--- src/rtl/oddeven_sorter.sv ---
// oddeven_sorter: clocked odd-even transposition sorter, one compare-exchange phase per cycle.
// Define ODDEVEN_SORTER_EARLY_EXIT_EN to finish after two consecutive swap-free phases.
module oddeven_sorter #(
  parameter int WIDTH = 4,
  parameter int COUNT = 4
) (
  input  logic                   clk,
  input  logic                   nrst,
  input  logic                   start,
  input  logic                   desc,
  input  logic [COUNT*WIDTH-1:0] din,
  output logic                   ready,
  output logic                   done,
  output logic [COUNT*WIDTH-1:0] dout
);

  localparam int          PW      = $clog2(COUNT + 1);
  localparam int unsigned COUNT_U = COUNT;

  typedef enum logic [1:0] {IDLE, SORT, DONE} state_t;

  state_t                      state_q, state_d;
  logic [PW-1:0]               phase_q, phase_d;
  logic                        desc_q, desc_d;
  logic [COUNT-1:0][WIDTH-1:0] elems_q, elems_d, phased;
  logic                        any_swap;
`ifdef ODDEVEN_SORTER_EARLY_EXIT_EN
  logic                        swapped_q, swapped_d;
`endif

  // Pairs start at even indices on even phases and odd indices on odd phases, so they never overlap.
  always_comb begin : exchange
    phased   = elems_q;
    any_swap = 1'b0;
    for (int unsigned i = 0; i < COUNT_U - 1; i++) begin
      if (i[0] == phase_q[0]) begin
        if (desc_q ? (elems_q[i] < elems_q[i+1]) : (elems_q[i] > elems_q[i+1])) begin
          phased[i]   = elems_q[i+1];
          phased[i+1] = elems_q[i];
          any_swap    = 1'b1;
        end
      end
    end
  end

  always_comb begin : next_state
    state_d   = state_q;
    phase_d   = phase_q;
    desc_d    = desc_q;
    elems_d   = elems_q;
`ifdef ODDEVEN_SORTER_EARLY_EXIT_EN
    swapped_d = swapped_q;
`endif
    unique case (state_q)
      IDLE, DONE: begin
        if (start) begin
          state_d   = SORT;
          elems_d   = din;
          desc_d    = desc;
          phase_d   = '0;
`ifdef ODDEVEN_SORTER_EARLY_EXIT_EN
          swapped_d = 1'b0;
`endif
        end else if (state_q == DONE) begin
          state_d = IDLE;
        end
      end
      SORT: begin
        elems_d = phased;
        phase_d = phase_q + PW'(1);
`ifdef ODDEVEN_SORTER_EARLY_EXIT_EN
        swapped_d = any_swap;
        if (phase_q == PW'(COUNT - 1)) begin
          state_d = DONE;
        end else if ((phase_q != '0) && !any_swap && !swapped_q) begin
          state_d = DONE;
        end
`else
        if (phase_q == PW'(COUNT - 1)) begin
          state_d = DONE;
        end
`endif
      end
      default: state_d = IDLE;
    endcase
  end

  always_ff @(posedge clk or negedge nrst) begin
    if (!nrst) begin
      state_q   <= IDLE;
      phase_q   <= '0;
      desc_q    <= 1'b0;
      elems_q   <= '0;
`ifdef ODDEVEN_SORTER_EARLY_EXIT_EN
      swapped_q <= 1'b0;
`endif
    end else begin
      state_q   <= state_d;
      phase_q   <= phase_d;
      desc_q    <= desc_d;
      elems_q   <= elems_d;
`ifdef ODDEVEN_SORTER_EARLY_EXIT_EN
      swapped_q <= swapped_d;
`endif
    end
  end

  assign ready = (state_q == IDLE) || (state_q == DONE);
  assign done  = (state_q == DONE);
  assign dout  = elems_q;

endmodule
--- config.mk ---
export PLATFORM = sky130hd
export DESIGN_NAME = oddeven_sorter
export DESIGN_NICKNAME = d
export VERILOG_FILES = /design/src/rtl/oddeven_sorter.sv
export SDC_FILE = /design/constraint.sdc
export NUM_CORES = 1
export LEC_CHECK = 0
export BUFFER_PORTS_ARGS = -buffer_cell sky130_fd_sc_hd__buf_4
export CORE_AREA = 2 2 55 57
export DETAILED_ROUTE_END_ITERATION = 12
export DIE_AREA = 0 0 57 59
export GPL_TIMING_DRIVEN = 1
export PLACE_DENSITY = 0.84
export SLEW_MARGIN = 10
export SYNTH_ARGS = -nofsm -noshare
export SYNTH_HDL_FRONTEND = slang
export SYNTH_SLANG_ARGS = --single-unit
--- constraint.sdc ---
create_clock -name clk -period 5.8 [get_ports clk]
set_input_delay 0.29 -clock clk [delete_from_list [all_inputs] [get_ports clk]]
set_output_delay 0.29 -clock clk [all_outputs]
set_load 0.03 [all_outputs]
### Word level (Yosys, flattened, before mapping)

Cells that the tools add are included.

| word-level totals | value |
|---|---|
| bits in registers | 22 |
| word-level logic and storage cells | 49 |
| input bits | 20 |
| output and inout bits | 18 |

| cells by class | value |
|---|---|
| $add $sub $neg | 1 |
| reductions and logical operators | 9 |
| order comparisons | 6 |
| mux-type cells | 17 |
| equality and inequality tests | 9 |

Operator list:

| cell | count |
|---|---|
| $mux 8 | 6 |
| $pmux 16 s2 | 1 |
| $mux 16 | 1 |
| $gt 4x4->1 | 3 |
| $lt 4x4->1 | 3 |
| $ne 2x2->1 const B | 5 |
| $reduce_and 4->1 | 2 |
| $mux 2 | 3 |
| $pmux 3 s2 | 1 |
| $reduce_and 2->1 | 3 |
| $pmux 2 s2 | 1 |
| $add 3x1->3 const B | 1 |
| $eq 3x2->1 const B | 1 |
| $mux 1 | 3 |
| $mux 3 | 1 |
| $ne 3x3->1 const B | 1 |
| $eq 2x1->1 const B | 1 |
| $eq 2x2->1 const B | 1 |
| $logic_not 2->1 | 1 |
| $reduce_bool 2->1 | 1 |
| $reduce_or 2->1 | 1 |
| $logic_or 1x1->1 | 1 |

### Depth between registers and ports, before layout

| logic depth | value |
|---|---|
| depth in word-level cells | 9 |
| depth in mapped cells | 9 |
| gate-level depth less buffers | 8 |

### Least setup slack after synthesis

OpenSTA, ideal clock, no wires.

| timing path | value |
|---|---|
| kind | register to register |
| start | reg elems_q (netlist bit dout[7]) |
| end | reg elems_q (netlist bit dout[1]) |
| setup time | 126 ps |
| stages on the path, launching flop included | 8 |
| arrival | 2203 ps |
| period minus slack after synthesis | 2329 ps |
| buffers on the path | 0 |
| setup slack | 3471 ps |
| required time | 5674 ps |
| path through | dfrtp_1 > inv_1 > ha_1 > and4_1 > a211o_1 > a211o_1 > and2_4 > a221o_1 |

| on the way | value |
|---|---|
| cells in the longest elaborated chain, start to end | 4 |
| elaborated cells between the ends (all ways) | 5 |
| classes of those cells | order compare: 2; eq/ne: 1; mux: 1; reduce/logical: 1 |

Ends and longest elaborated chain:

| element | RTL line | source |
|---|---|---|
| from (decl) | 25 | `logic [COUNT-1:0][WIDTH-1:0] elems_q, elems_d, phased;` |
| from (signal assigned) | 101 | `elems_q <= elems_d;` |
| $gt 4x4->1 or $lt 4x4->1 (tied branches) | 37 | `if (desc_q ? (elems_q[i] < elems_q[i+1]) : (elems_q[i] > elems_q[i+1])) begin` |
| $mux 1 * | 37 |  |
| $ne 2x2->1 (no line) * | - |  |
| $reduce_and 4->1 (no line) * | - |  |

Every way passes the cells marked *; elsewhere a longest branch is shown, timed or not.
A chain may end at the register's enable or synchronous reset.

### Worst setup path after layout

| timing path | value |
|---|---|
| start | reg elems_q (netlist bit dout[11]) |
| end | reg elems_q (netlist bit dout[12]) |

The elaborated chain is that of the path after synthesis.

==> flow_summary.toml <==
[floorplan]
core_area_sq_um = 2710
die_height_um = 59
die-width_um = 57
fp.dieArea_sq_um = 3363
start_util_pct = 54.62
num_io_pins = 38
placementRows = 19

[global_route]
wire_length_of_the_first_global_routing_pass_mm = 6.113
grt.total_usage_pct = 23.14
global_route.overflow_total = 0
grt_pass1_vias = 1370
grt_max_degree = 23
grt_antenna_before_repair = 0

[sta]
worst_slew_pin_slew_ps = 1080
tns_ps = 0
finalCriticalPeriod_ps = 2593
timing_max_transition_violations_final = 0
final-hold-violation-count = 0
min_period_over_period_pct = 44.70
hold_slack_ps = 169.9
finClkSkew_ps = 4.779
setup_viol = 0
slew_headroom_pct = 27.83
achievable-frequency_mhz = 385.7
rsz0062_at_grt = "no"

[clock_network]
postCtsHoldBufs = 1
cts_setup_buffers = 0
tritoncts.num_buffers = 3
cts_tree = "done"
clock_slew_seen_by_the_registers_of_the_worst_setup_and_hold_paths_ps = 120
number_of_h_tree_levels = 1
cts_repair_resize_count = 0
clock_sink_count = 22
clock_path_buffers = 2
ctsRootBufferMaster = "sky130_fd_sc_hd__clkbuf_4"
clkLatencyLatePin_ps = 310

[yosys]
synth_top_area_share_pct = 37.19
register_bit_total_from_synthesis = 22
post_synth_and_or_nand_nor_area_fraction_pct = 10.57
share_of_synthesized_cell_area_in_full_adder_half_adder_and_majority_cells_pct = 11.83
synth_top_family_by_area = "compound AO/OA/AOI/OAI gates"
postSynthNetCount = 196
yosysUniqueCellTypes = 33
synthCells = 162
ys_top_cells_by_area = "sky130_fd_sc_hd__dfrtp_1 37%, sky130_fd_sc_hd__ha_1 12%, sky130_fd_sc_hd__o21ai_0 7.1%"
syn_area_per_cell_sq_um = 9.137
synth.area.mux_share_pct = 7.016
ys.warnings.count = 0
synthXorXnorAreaFrac_pct = 0
synth.cell_area_sq_um = 1480
synth_largest_area_cell = "sky130_fd_sc_hd__dfrtp_1"
synth_sequential_area_ratio_pct = 37.19
synth-compound-area-share_pct = 27.39

[final_layout]
antenna_cells = 0
final_net_count = 233
layout.cells.most_common_list = "37 x sky130_fd_sc_hd__buf_4, 22 x sky130_fd_sc_hd__dfrtp_1, 21 x sky130_fd_sc_hd__o21ai_0"
drive_above_1_share_pct = 23.35
synthToLayoutAreaGrowth_pct = 21.89
fillerInstances = 232
most_common_library_cell_in_the_layout_ignoring_fill_and_taps = "sky130_fd_sc_hd__buf_4"

[worst_setup_path]
arrival_ps = 2810
crit_path_end_kind = "flop"
path_class = "flop to flop"
timing.critical_path.slowest_stage_cell = "sky130_fd_sc_hd__mux2i_1"
crit_chain = "ha_1 -> and4_1 -> or4_1 -> mux2i_1 -> nor2_1 -> a21o_1"
max_stage_delay_ps = 780
worst-path-max-fanout = 12
startpoint_type = "flop"
cp.required_ps = 6020

[hold_path]
hold_class = "input port to flop"

[detailed_routing]
firstDrtPassIters = 4
drt_iter0_drc = 43
drt_wl_total_mm = 3.675
remaining_drc_errors = 0
detailroute.via_count = 1376
vias_per_cell = 6.035
routed_wire_length_per_instance_um = 16.12
drtAntennaViolNets = 0

[job]
max_cap_viol_count = 0

[placement]
post-dp-hpwl_mm = 2.823
routabilityCongestion = 0.8860
portBuffers = 37

[status]
run_status = "finished clean"
## through the flow
step                      area, sq um  std cells  setup WS, ps  utilization (%)
after global routing             1804        228          3030            66.57
after floorplan                  1480        162          3471                -
after CTS                        1804        228          3245            66.57
final                            1804        228          3207            66.57
after detailed placement         1772        224          3274            65.37
after global placement           1772        224          3343            65.37
## path summary, 6_finish.rpt
path | start | to | slack [ps] | cells after the start
max reg2reg | dout[11]$_DFFE_PN0P_ | dout[12]$_DFFE_PN0P_ | 3210 | 6
max in group asynchronous | nrst | dout[12]$_DFFE_PN0P_ | 5180 | 2
max | dout[11]$_DFFE_PN0P_ | dout[12]$_DFFE_PN0P_ | 3210 | 6
min reg2reg | phase_q[2]$_DFFE_PN0P_ | phase_q[2]$_DFFE_PN0P_ | 500 | 1
min in group asynchronous | nrst | dout[1]$_DFFE_PN0P_ | 390 | 2
min | desc | desc_q$_DFFE_PN0P_ | 170 | 3
## cell families after synthesis
logic type	Yosys count
buffers and inverters	23
AND/OR/NAND/NOR	30
multiplexers	10
AO/OA/AOI/OAI	63
flip-flops	22
adder cells (fa/ha/maj)	14
## area by class of cell
| class | count | area (sq um) | share of cell area, % |
|---|---|---|---|
| Timing Repair Buffer | 38 | 287.8 | 15.95 |
| Inverter | 17 | 63.81 | 3.537 |
| Tap cell | 31 | 38.79 | 2.150 |
| Multi-Input combinational cell | 117 | 840.8 | 46.60 |
| Sequential cell | 22 | 550.5 | 30.51 |
| Clock buffer | 3 | 22.52 | 1.248 |
## Yosys cell counts (all sizes together)
| cell | number |
|---|---|
| mux2i | 10 |
| buf | 2 |
| a22o | 2 |
| a221o | 4 |
| or2 | 1 |
| nand2b | 1 |
| dfrtp | 22 |
| nor2 | 9 |
| nand2 | 7 |
| a21o | 2 |
| a211o | 2 |
| o2bb2ai | 1 |
| nand3 | 2 |
| nor2b | 3 |
| a31oi | 4 |
| o211ai | 1 |
| o32a | 1 |
| ha | 14 |
| clkbuf | 4 |
| or4 | 1 |
| a22oi | 3 |
| a2111o | 1 |
| o31ai | 4 |
| a21oi | 17 |
| inv | 17 |
| o21ai | 21 |
| and4 | 2 |
| nand4 | 1 |
| and2 | 3 |
## flip-flops by register name, indices dropped and copies added, names as in the netlist
register,flops
phase_q,3
state_q,2
dout,16
desc_q,1
## critical path, delay by kind of cell (launching register included)
kind | cells | cell delay (ps)
compound gates | 1 | 210
fa+ha+maj | 1 | 360
flops | 1 | 460
mux | 1 | 780
simple gates | 3 | 690
## layer usage
metal | up-vias | track usage (%) | wire length, um | share of wire, %
li1 | 666 | - | - | -
met1 | 663 | 29.43 | 1615 | 44
met2 | 42 | 41.22 | 1850 | 50
met3 | 5 | 1.965 | 163 | 4.4
met4 | 0 | 8.638 | 45 | 1.2
met5 | - | 0 | 0 | 0
Power is not shown: default switching activity piles up to over one toggle a cycle in this logic, so the estimate is an artifact.
